File: config.mk
export PLATFORM = sky130hd
export DESIGN_NAME = cb_prog_loader
export DESIGN_NICKNAME = d
export VERILOG_FILES = /design/src/rtl/cb_prog_loader.sv
export SDC_FILE = /design/constraint.sdc
export NUM_CORES = 1
export LEC_CHECK = 0
export CELL_PAD_IN_SITES_DETAIL_PLACEMENT = 1
export CELL_PAD_IN_SITES_GLOBAL_PLACEMENT = 1
export CORE_MARGIN = 8
export CORE_UTILIZATION = 43
export CTS_CLUSTER_DIAMETER = 200
export DETAILED_ROUTE_END_ITERATION = 10
export PLACE_DENSITY_LB_ADDON = 0.1
export SLEW_MARGIN = 20
export SYNTH_ARGS = -nofsm -noshare
export SYNTH_HDL_FRONTEND = slang
export SYNTH_SLANG_ARGS = --single-unit
File: constraint.sdc
create_clock -name prog_clk -period 7.9 [get_ports prog_clk]
set_input_delay 1.58 -clock prog_clk [delete_from_list [all_inputs] [get_ports prog_clk]]
set_output_delay 1.58 -clock prog_clk [all_outputs]
set_load 0.01 [all_outputs]
File: src/rtl/cb_prog_loader.sv
// Serial configuration master for a connection-block programming chain.
// A latched config word is shifted into the chain LSB first. An optional
// second pass re-shifts the same word while comparing the chain's prog_out
// against the shadow copy. Because the second pass shifts identical data,
// the chain contents end unchanged.
module cb_prog_loader #(
   parameter int WIDTH = 69,
   parameter int CW    = $clog2(WIDTH + 1)
) (
   input  logic             prog_clk,
   input  logic             prog_rst_n,
   input  logic             start,
   input  logic             verify_en,
   input  logic             abort,
   input  logic [WIDTH-1:0] bitstream,
   input  logic             prog_out,
   output logic             prog_in,
   output logic             prog_en,
   output logic             busy,
   output logic             done,
   output logic             verify_ok,
   output logic [CW-1:0]    err_cnt,
   output logic [CW-1:0]    first_err_idx
);

   typedef enum logic [1:0] {
      S_IDLE,
      S_LOAD,
      S_VERIFY,
      S_FINISH
   } state_t;

   localparam logic [CW-1:0] LAST_IDX = CW'(WIDTH - 1);
   localparam logic [CW-1:0] ERR_MAX  = CW'(WIDTH);

   state_t             state_q, state_d;
   logic [CW-1:0]      k_q, k_d;
   logic [WIDTH-1:0]   shadow_q, shadow_d;
   logic               ver_q, ver_d;
   logic               prog_in_q, prog_in_d;
   logic               prog_en_q, prog_en_d;
   logic               done_q, done_d;
   logic               verify_ok_q, verify_ok_d;
   logic [CW-1:0]      err_cnt_q, err_cnt_d;
   logic [CW-1:0]      first_err_idx_q, first_err_idx_d;
   logic [CW-1:0]      k_inc;

   assign k_inc = k_q + 1'b1;

   // Next-state and registered-output logic. prog_in/prog_en are computed one
   // cycle ahead so that during pass cycle k the chain sees shadow[k].
   always_comb begin
      state_d         = state_q;
      k_d             = k_q;
      shadow_d        = shadow_q;
      ver_d           = ver_q;
      prog_in_d       = 1'b0;
      prog_en_d       = 1'b0;
      done_d          = 1'b0;
      verify_ok_d     = verify_ok_q;
      err_cnt_d       = err_cnt_q;
      first_err_idx_d = first_err_idx_q;
      case (state_q)
         S_IDLE: begin
            // abort has priority over a coincident start
            if (start && !abort) begin
               shadow_d        = bitstream;
               ver_d           = verify_en;
               err_cnt_d       = '0;
               first_err_idx_d = '0;
               verify_ok_d     = 1'b0;
               k_d             = '0;
               prog_en_d       = 1'b1;
               prog_in_d       = bitstream[0];
               state_d         = S_LOAD;
            end
         end
         S_LOAD: begin
            if (abort) begin
               verify_ok_d = 1'b0;
               k_d         = '0;
               state_d     = S_IDLE;
            end else if (k_q == LAST_IDX) begin
               k_d = '0;
               if (ver_q) begin
                  // back-to-back into the readback pass, no enable gap
                  prog_en_d = 1'b1;
                  prog_in_d = shadow_q[0];
                  state_d   = S_VERIFY;
               end else begin
                  done_d      = 1'b1;
                  verify_ok_d = 1'b0;
                  state_d     = S_FINISH;
               end
            end else begin
               k_d       = k_inc;
               prog_en_d = 1'b1;
               prog_in_d = shadow_q[k_inc];
            end
         end
         S_VERIFY: begin
            if (abort) begin
               verify_ok_d = 1'b0;
               k_d         = '0;
               state_d     = S_IDLE;
            end else begin
               // err_cnt never wraps, so zero means no mismatch seen yet
               if (prog_out != shadow_q[k_q]) begin
                  if (err_cnt_q == '0) begin
                     first_err_idx_d = k_q;
                  end
                  if (err_cnt_q != ERR_MAX) begin
                     err_cnt_d = err_cnt_q + 1'b1;
                  end
               end
               if (k_q == LAST_IDX) begin
                  k_d         = '0;
                  done_d      = 1'b1;
                  verify_ok_d = (err_cnt_d == '0);
                  state_d     = S_FINISH;
               end else begin
                  k_d       = k_inc;
                  prog_en_d = 1'b1;
                  prog_in_d = shadow_q[k_inc];
               end
            end
         end
         S_FINISH: begin
            state_d = S_IDLE;
         end
         default: begin
            state_d = S_IDLE;
         end
      endcase
   end

   // State and output registers with synchronous active-low reset.
   always_ff @(posedge prog_clk) begin
      if (!prog_rst_n) begin
         state_q         <= S_IDLE;
         k_q             <= '0;
         shadow_q        <= '0;
         ver_q           <= 1'b0;
         prog_in_q       <= 1'b0;
         prog_en_q       <= 1'b0;
         done_q          <= 1'b0;
         verify_ok_q     <= 1'b0;
         err_cnt_q       <= '0;
         first_err_idx_q <= '0;
      end else begin
         state_q         <= state_d;
         k_q             <= k_d;
         shadow_q        <= shadow_d;
         ver_q           <= ver_d;
         prog_in_q       <= prog_in_d;
         prog_en_q       <= prog_en_d;
         done_q          <= done_d;
         verify_ok_q     <= verify_ok_d;
         err_cnt_q       <= err_cnt_d;
         first_err_idx_q <= first_err_idx_d;
      end
   end

   assign prog_in       = prog_in_q;
   assign prog_en       = prog_en_q;
   assign busy          = (state_q == S_LOAD) || (state_q == S_VERIFY);
   assign done          = done_q;
   assign verify_ok     = verify_ok_q;
   assign err_cnt       = err_cnt_q;
   assign first_err_idx = first_err_idx_q;

endmodule
==> results of run 1 <==
[per-layer routing]
metal	track usage, %	part of all wire, %
met5	0	0
met4	10.0	2.3
met3	3.21	2.7
met2	34.1	52
met1	22.7	43
[power groups by stage]
| stage | sequential, uW | combinational [uW] | clock, uW |
|---|---|---|---|
| 3_5_place_dp | 537 | 158 | 0 |
| 3_3_place_gp | 535 | 151 | 0 |
| 5_1_grt | 528 | 173 | 510 |
| 6_report | 526 | 157 | 486 |
| 2_1_floorplan | 531 | 93.4 | 0 |
| 4_1_cts | 526 | 159 | 495 |
[registers in the layout, summed over array words and instances (netlist names)]
name	cells
shadow_q	69
err_cnt	7
first_err_idx	7
k_q	7
state_q	2
done	1
prog_en	1
prog_in	1
ver_q	1
verify_ok	1
[worst paths after layout]
kind / end / cells past startpoint
min: ver_q$_SDFFE_PN0P_ / 2
min reg2reg: ver_q$_SDFFE_PN0P_ / 2
max: first_err_idx[0]$_SDFFE_PN0P_ / 8
max reg2reg: prog_in$_SDFF_PN0_ / 10
[cells by family after synthesis]
logic type	Yosys count	synth area share (%)
AND/OR/NAND/NOR	231	19.9
AO/OA/AOI/OAI	135	16.0
flip-flops	97	37.6
buffers and inverters	58	4.72
multiplexers	48	18.0
adder cells (fa/ha/maj)	10	2.42
XOR/XNOR	8	1.36
[worst register-to-register path, cell delays in order, from the launching register on]
cell and delay (ns):
sky130_fd_sc_hd__dfxtp_1 0.31, sky130_fd_sc_hd__buf_4 0.41, sky130_fd_sc_hd__inv_1 0.20, sky130_fd_sc_hd__ha_2 0.79, sky130_fd_sc_hd__mux4_2 0.61, sky130_fd_sc_hd__mux4_2 0.47, sky130_fd_sc_hd__nor2b_1 0.12, sky130_fd_sc_hd__nor2_1 0.05
sky130_fd_sc_hd__a211oi_1 0.23, sky130_fd_sc_hd__a211o_1 0.16, sky130_fd_sc_hd__a31oi_1 0.08
[placed cells by master (no fill, tap or decap), types with 5 or more instances in the layout]
cell type,synthesis,final
sky130_fd_sc_hd__nand2_1,155,155
sky130_fd_sc_hd__dfxtp_1,97,97
sky130_fd_sc_hd__clkdlybuf4s50_1,0,93
sky130_fd_sc_hd__a21oi_1,87,87
sky130_fd_sc_hd__mux4_2,36,36
sky130_fd_sc_hd__nor2_1,24,23
sky130_fd_sc_hd__inv_1,12,12
sky130_fd_sc_hd__mux2i_1,11,11
sky130_fd_sc_hd__nand3_1,11,11
sky130_fd_sc_hd__ha_1,10,9
sky130_fd_sc_hd__clkbuf_16,0,9
sky130_fd_sc_hd__o21ai_0,8,8
sky130_fd_sc_hd__a22o_1,7,7
sky130_fd_sc_hd__nand3b_1,6,6
sky130_fd_sc_hd__a22oi_1,6,6
sky130_fd_sc_hd__buf_4,1,6
sky130_fd_sc_hd__nor3_1,5,5
[final cells by class]
type	count	area [um^2]
Multi-Input combinational cell	432	3000
Timing Repair Buffer	99	976
Clock inverter	5	77.6
Inverter	13	48.8
Tap cell	147	184
Clock buffer	11	253
Fill cell	1375	5380
Sequential cell	97	1940
[stage by stage]
step | hold WS [ns] | utilization [%] | std cells | worst slack (ns)
floorplan | 0.436 | - | 587 | 4.63
global placement | 0.455 | 51.8 | 788 | 3.76
detailed placement | 0.453 | 51.8 | 788 | 3.50
CTS | 0.461 | 54.6 | 804 | 3.81
global route | 0.492 | 54.6 | 804 | 3.89
finish | 0.459 | 54.6 | 804 | 4.11
==> results.yml, run 1 <==
outcome:
  status: "completed"
logic_synthesis:
  synth_top_cells_by_count: "155 x sky130_fd_sc_hd__nand2_1, 97 x sky130_fd_sc_hd__dfxtp_1, 87 x sky130_fd_sc_hd__a21oi_1, 36 x sky130_fd_sc_hd__mux4_2, 34 x sky130_fd_sc_hd__clkbuf_1"
  post-synth-top-count-cell: "sky130_fd_sc_hd__nand2_1"
  synth_unique_cells: 57
  synth.cell_area_mm2: 0.00517
  ys_top_cells_by_area: "sky130_fd_sc_hd__dfxtp_1 38%, sky130_fd_sc_hd__mux4_2 16%, sky130_fd_sc_hd__nand2_1 11%"
  synth-edff-count: 0
  yosysWarningCount: 0
  synthDominantAreaCellType: "sky130_fd_sc_hd__dfxtp_1"
  synthDominantCellAreaShare_pct: 37.6
  synth_cells: 587
  postSynth.topFlopCell: "sky130_fd_sc_hd__dfxtp_1"
  synthArstFlopShare_pct: 0
  yosysSeqAreaShare_pct: 37.6
  avgSynthCellArea_um2: 8.81
  ys_ff_latch: 97
  synth_fp_nets: 672
setup_path:
  worst-r2r-setup-slack_ns: 4.36
  crit_start: "abort"
  setup.worst_path.end_class: "flop"
  critical_path.startpoint_type: "input pin"
  worst-path-buf-inv: 2
  crit_path_max_fanout: 73
  cp_data_required_time_ns: 8.20
  critical_path_arrival_ns: 4.09
  cp_slowest_cell: "sky130_fd_sc_hd__clkdlybuf4s50_1"
  critical_path.cell_chain: "clkdlybuf4s50_1 > nand2b_1 > or2_2 > buf_4 > nor2_1 > nor2_1 > o21a_2 > a22o_1"
  worst_path_dominant_cell_family: "buffers and inverters"
  worst_path_largest_cell_delay_ns: 0.62
  critPathMostFrequentCell: "sky130_fd_sc_hd__nor2_1"
  critPathKind: "input pin to flop"
  critical_path.reg2reg.startpoint: "k_q[0]$_SDFFE_PN0P_"
hold_path:
  min-delay-path-class: "flop to flop"
  hold_path_startpoint: "ver_q$_SDFFE_PN0P_"
cts:
  source_to_sink_clock_delay_at_the_later_pin_of_the_worst_skew_pair_ns: 0.35
  cts.reportedPaths.clkPinSlew_ns: 0.07
  ctsLongestPathBuffers: 2
  cts_buf_count: 9
  postCtsSetupRepairBufs: 0
  holdBufCountCts: 0
  cts_root_buffer: "sky130_fd_sc_hd__clkbuf_16"
  htree_num_levels: 3
  ctsResizeCount: 0
  clock_tree_from_tritoncts: "built"
  numClockSinks: 97
power:
  internal-power_uw: 883
  sw_frac_of_total_pct: 24.5
  switching_power_uw: 287
  sequentialPowerShare_pct: 45.0
  total_power_uw: 1170
  share_clk_of_total_power_pct: 41.5
  power.density_cell_area_mw_per_mm2: 180
  power.leakage_uw: 0.00220
  ir_worst_vdd_mv: 0.0850
  p_comb_share_pct: 13.5
floorplanning:
  initial_utilization_pct: 43.6
  dieArea_mm2: 0.0158
  placement_rows: 40
  design.core.area_mm2: 0.0119
  fp.dieW_um: 126
  die_h_um: 126
  top_level_ports: 94
drt:
  postRouteWirelength_um: 15100
  vias: 4599
  dr.first_iter.drc_count: 226
  avgViaCountPerCell: 5.72
  drt-wirelength-per-cell_um: 18.8
  drt_drc_violations_left: 0
  dr.pass1.iters: 6
  antenna_left: 0
job:
  timing.max_cap.violations: 0
timing:
  fmax_mhz: 264
  max_slew_margin_pct: 36.1
  tns_ns: 0
  rsz0062_at_grt: "false"
  hold_viol: 0
  maxSlewViolCount: 0
  max_slew.worst_pin.slew_ns: 0.949
  finClkSkew_ns: 0.00670
  report.final.setup_viol: 0
  period_minus_slack_ns: 3.79
  period_share_pct: 48.0
global_routing:
  globalRoute.totalOverflow: 0
  antenna_found_initial: 0
  grt_usage_pct: 19.5
  grt_first_pass_wirelength_um: 25000
  grt_max_degree: 74
  grt_pass1_vias: 5008
finish:
  layout-drive-gt1-share_pct: 11.0
  num-nets-final: 737
  insertedDiodeCount: 0
  layout-area-overhead-vs-synth_pct: 25.4
  final_design_area_no_fill_mm2: 0.00648
placement:
  placed_cell_area_mm2: 0.00614
  finalWeightedCongestion: 0.818
  dpl.hpwl_um: 10800
  placement.io_buffers: 93
Note: power is estimated with default switching activity, not from simulation.
==> run 2, diff against run 1 <==
--- a/config.mk
+++ b/config.mk
@@ -8,7 +8,7 @@
 export CELL_PAD_IN_SITES_DETAIL_PLACEMENT = 1
 export CELL_PAD_IN_SITES_GLOBAL_PLACEMENT = 1
 export CORE_MARGIN = 8
-export CORE_UTILIZATION = 43
+export CORE_UTILIZATION = 40
 export CTS_CLUSTER_DIAMETER = 200
 export DETAILED_ROUTE_END_ITERATION = 10
 export PLACE_DENSITY_LB_ADDON = 0.1
==> constraint.sdc (replaced) <==
create_clock -name prog_clk -period 3.75 [get_ports prog_clk]
set_input_delay 0.75 -clock prog_clk [delete_from_list [all_inputs] [get_ports prog_clk]]
set_output_delay 0.75 -clock prog_clk [all_outputs]
set_load 0.01 [all_outputs]
==> results.yml, run 2 (synthesis gave the netlist of run 1 again) <==
drt:
  drt_drc_violations_left: 0
  dr.pass1.iters: 4
  avgViaCountPerCell: 5.52
  drt-wirelength-per-cell_um: 18.0
  postRouteWirelength_um: 15100
  dr.first_iter.drc_count: 269
  vias: 4624
  antenna_left: 0
placement:
  placement.io_buffers: 93
  dpl.hpwl_um: 11200
  finalWeightedCongestion: 0.854
timing:
  hold_ws_ns: 0.464
  rsz0062_at_grt: "false"
  report.final.setup_viol: 0
  hold_viol: 0
  tns_ns: 0
  fmax_mhz: 313
  period_share_pct: 85.2
  period_minus_slack_ns: 3.20
  finClkSkew_ns: 0.00933
  max_slew_margin_pct: 46.5
  maxSlewViolCount: 0
  max_slew.worst_pin.slew_ns: 0.795
finish:
  regMostFlops: "shadow_q"
  layout-drive-gt1-share_pct: 11.7
  layout.cells.most_common: "sky130_fd_sc_hd__nand2_1"
  largest_reg_flops: 69
  most-common-layout-cells: "155 x sky130_fd_sc_hd__nand2_1, 97 x sky130_fd_sc_hd__dfxtp_1, 93 x sky130_fd_sc_hd__clkdlybuf4s50_1, 87 x sky130_fd_sc_hd__a21oi_1, 36 x sky130_fd_sc_hd__mux4_2"
  layout-area-overhead-vs-synth_pct: 27.1
  insertedDiodeCount: 0
  num-nets-final: 746
setup_path:
  cp_data_required_time_ns: 4.04
  critPathKind: "flop to flop"
  worst_path_largest_cell_delay_ns: 0.57
  crit_path_max_fanout: 9
  setup.worst_path.end_class: "flop"
  worst_r2r_endpoint: "verify_ok$_SDFFE_PN0P_"
  critical_path_arrival_ns: 3.49
  critical_path.cell_chain: "mux4_2 > a22o_1 > a311o_1 > a2111oi_4 > nor3_4 > nand2_4 > o2111ai_2 > a2111oi_2 > a21o_1"
  r2r_cells: 9
  critical_path.reg2reg.startpoint: "k_q[0]$_SDFFE_PN0P_"
  worst-r2r-setup-slack_ns: 0.55
  critical_path.startpoint_type: "flop"
  cp_slowest_cell: "sky130_fd_sc_hd__dfxtp_1"
floorplanning:
  initial_utilization_pct: 41.0
  fp.dieW_um: 130
  die_h_um: 130
  dieArea_mm2: 0.0168
  placement_rows: 41
  top_level_ports: 94
  design.core.area_mm2: 0.0126
cts:
  numClockSinks: 97
  holdBufCountCts: 0
  postCtsSetupRepairBufs: 0
  source_to_sink_clock_delay_at_the_later_pin_of_the_worst_skew_pair_ns: 0.35
  ctsResizeCount: 0
  cts_root_buffer: "sky130_fd_sc_hd__clkbuf_16"
  cts_buf_count: 9
  ctsLongestPathBuffers: 2
  cts.reportedPaths.clkPinSlew_ns: 0.07
  clock_tree_from_tritoncts: "built"
  htree_num_levels: 3
global_routing:
  grt_pass1_vias: 4879
  globalRoute.totalOverflow: 0
  grt_usage_pct: 18.6
  grt_first_pass_wirelength_um: 24800
  grt_max_degree: 59
  antenna_found_initial: 0
hold_path:
  min-delay-path-class: "flop to flop"
  worst_hold_path.endpoint: "ver_q$_SDFFE_PN0P_"
  hold_path_startpoint: "ver_q$_SDFFE_PN0P_"
  min_delay_path_depth: 2
outcome:
  status: "completed"
job:
  timing.max_cap.violations: 0
power:
  power.leakage_uw: 0.00225
  ir_worst_vdd_mv: 0.217
  power.density_cell_area_mw_per_mm2: 372
  total_power_uw: 2440
==> run 2: how the worst max path moves through the flow <==
stage                                   start                             to  slack (ns)
after global placement    k_q[0]$_SDFFE_PN0P_  first_err_idx[3]$_SDFFE_PN0P_        0.67
after floorplan           k_q[0]$_SDFFE_PN0P_             prog_in$_SDFF_PN0_        0.48
after global routing      k_q[0]$_SDFFE_PN0P_         verify_ok$_SDFFE_PN0P_        0.35
after detailed placement  k_q[0]$_SDFFE_PN0P_         verify_ok$_SDFFE_PN0P_        0.60
final                     k_q[0]$_SDFFE_PN0P_         verify_ok$_SDFFE_PN0P_        0.55
after CTS                 k_q[0]$_SDFFE_PN0P_         verify_ok$_SDFFE_PN0P_        0.54
==> run 2: cell type report <==
class                           instances  area (um^2)
Fill cell                            1484         6050
Clock buffer                           10          229
Clock inverter                          6         90.1
Sequential cell                        97         1940
Multi-Input combinational cell        432         2990
Timing Repair Buffer                  108         1060
Tap cell                              172          215
Inverter                               13         48.8
==> run 2: through the flow <==
| step | utilization, % | area (um^2) | setup slack, ns | cells |
|---|---|---|---|---|
| after global placement | 49.5 | 6250 | 0.667 | 822 |
| after detailed placement | 49.5 | 6250 | 0.598 | 822 |
| after global routing | 52.1 | 6570 | 0.345 | 838 |
| after floorplan | - | 5170 | 0.479 | 587 |
| after CTS | 52.1 | 6570 | 0.538 | 838 |
| final | 52.1 | 6570 | 0.554 | 838 |
==> run 2: worst max-delay path, delay by kind of cell, from the launching register on <==
kind            cells  cell delay [ns]
mux                 1             0.56
flops               1             0.57
simple gates        2             0.27
compound gates      6             1.73
==> run 2: where the power goes <==
part / internal, uW / switching (uW) / leakage [uW]
clock: 587 / 409 / 0.000153
combinational: 171 / 164 / 0.00130
sequential: 1070 / 39.1 / 0.000789
total: 1830 / 612 / 0.00225
==> run 2: layer usage <==
layer | vias up | part of all wire (%) | global-route usage (%)
li1 | 2230 | - | -
met1 | 2292 | 45 | 23.4
met2 | 89 | 49 | 31.0
met3 | 13 | 4.7 | 3.25
met4 | 0 | 1.7 | 7.45
met5 | - | 0 | 0
==> RTL change: new RTL, config.mk and constraints of run 2 <==
Change the parameter `WIDTH` from 69 to 65.
--- a/src/rtl/cb_prog_loader.sv
+++ b/src/rtl/cb_prog_loader.sv
@@ -6,3 +6,3 @@
 module cb_prog_loader #(
-   parameter int WIDTH = 69,
+   parameter int WIDTH = 65,
    parameter int CW    = $clog2(WIDTH + 1)
Ports: changed (resized bitstream); port bits go from 94 to 90. The function was not compared with the original's and may differ.
==> RTL change against run 2 <==
- via count fell by 0.61%
- combinational power fell by 1%
- count of clock-buffer cells in the layout did not move
- non-clock buffer count fell by 5
- synthesized area fell by 2.7%
- worst setup slack got worse by 0.13 ns
- total power fell by 5.1%
- synthesized cell count rose by 0.17%
- sequential cell count fell by 4
- routed wire length rose by 2.0%
- cell area fell by 3.5%
- global-route usage rose by 0.91 points
- clock skew fell by 0.0049 ns
==> RTL change: results <==
set metrics [dict create \
    dp_worst_setup_slack_ns 0.444 \
    irDropWorstVdd_mv 0.234 \
    numPortBuffers 89 \
    grt_pass1_vias 5062 \
    drtIter0Drc 259 \
    ys_seq_area_share_pct 37.0 \
    totalWireLength_mm 15.4 \
    clock_latency_ns 0.35 \
    synth_area_leaders "dfxtp_1, mux4_2, nand2_1, a21oi_1, mux2i_1" \
    synth.net_count 668 \
    p_leak_nw 2.17 \
    gp_congestion 0.853 \
    place_area_sq_mm 0.00605 \
    outcome "completed" \
    clock_skew_ns 0.00441 \
    yosysUniqueCellTypes 56 \
    drt-vias-per-instance 5.52 \
    rrSetupSlack_ns 0.42 \
    dp.cells 816 \
    drive_gt1_share_pct 10.2 \
    critical_path.max_fanout 24 \
    grt_first_pass_wirelength_mm 25.8 \
    netlist_top_cells_count "nand2_1, dfxtp_1, a21oi_1" \
    track_usage_pct 19.5 \
    vias 4596 \
    nets 735 \
    timing.slew.headroom_pct 46.2 \
    avgSynthCellArea_sq_um 8.55 \
    rr_worst_depth 10 \
    required_ns 4.00 \
    largest_register_ffs 65 \
    regToRegEndpoint "prog_in" \
    whs_ns 0.468 \
    top_register "shadow_q" \
    grt_max_degree 69 \
]
==> RTL change: final cells by class <==
type / count / area, sq um
fillers: 1466 / 6120
multi-input cells: 436 / 2920
flip-flops and latches: 93 / 1860
repair buffers: 103 / 1010
clock buffers: 10 / 229
well taps: 172 / 215
clock inverters: 6 / 63.8
inverters: 12 / 45.0
==> RTL change: worst max path at each step <==
stage,start,end,slack [ns],cells after the start
after floorplan,k_q[1],prog_in,0.17,13
after global placement,k_q[0],prog_in,0.57,10
after detailed placement,k_q[0],prog_in,0.44,10
after CTS,k_q[0],prog_in,0.41,10
after global routing,k_q[0],prog_in,0.18,10
final,k_q[0],prog_in,0.42,10
==> RTL change: kinds of logic (layout without fill, tap and decap cells) <==
family / after synthesis / after routing / share of synthesized area (%)
buffers and inverters: 59 / 131 / 5.03
adders and majority gates: 9 / 9 / 2.24
xor gates and xnor gates: 6 / 6 / 1.05
DFF: 93 / 93 / 37.0
and+or+nand+nor: 240 / 240 / 21.2
AOI/OAI and AO/OA: 128 / 128 / 15.2
muxes: 53 / 53 / 18.3
==> RTL change: worst max-delay path: stages, from the launching register on <==
cell and delay, ns:
dfxtp_2 0.72, inv_1 0.25, ha_1 0.37, buf_4 0.23
mux4_2 0.53, mux4_2 0.48, mux2i_1 0.16, mux2_2 0.17
o21ai_0 0.09, a21oi_1 0.16, nor2_1 0.05
==> RTL change: power breakdown <==
part | total (mW) | internal [mW] | switching [mW]
sequential | 1.07 | 1.03 | 0.0428
combinational | 0.331 | 0.169 | 0.163
clock | 0.914 | 0.516 | 0.399
==> RTL change: metal layers <==
layer | GRT usage (%) | vias up | share of wire [%]
met5 | 0 | - | 0
met2 | 33.4 | 98 | 50
li1 | - | 2213 | -
met3 | 5.91 | 19 | 4.9
met4 | 5.94 | 0 | 1.5
met1 | 22.8 | 2266 | 44
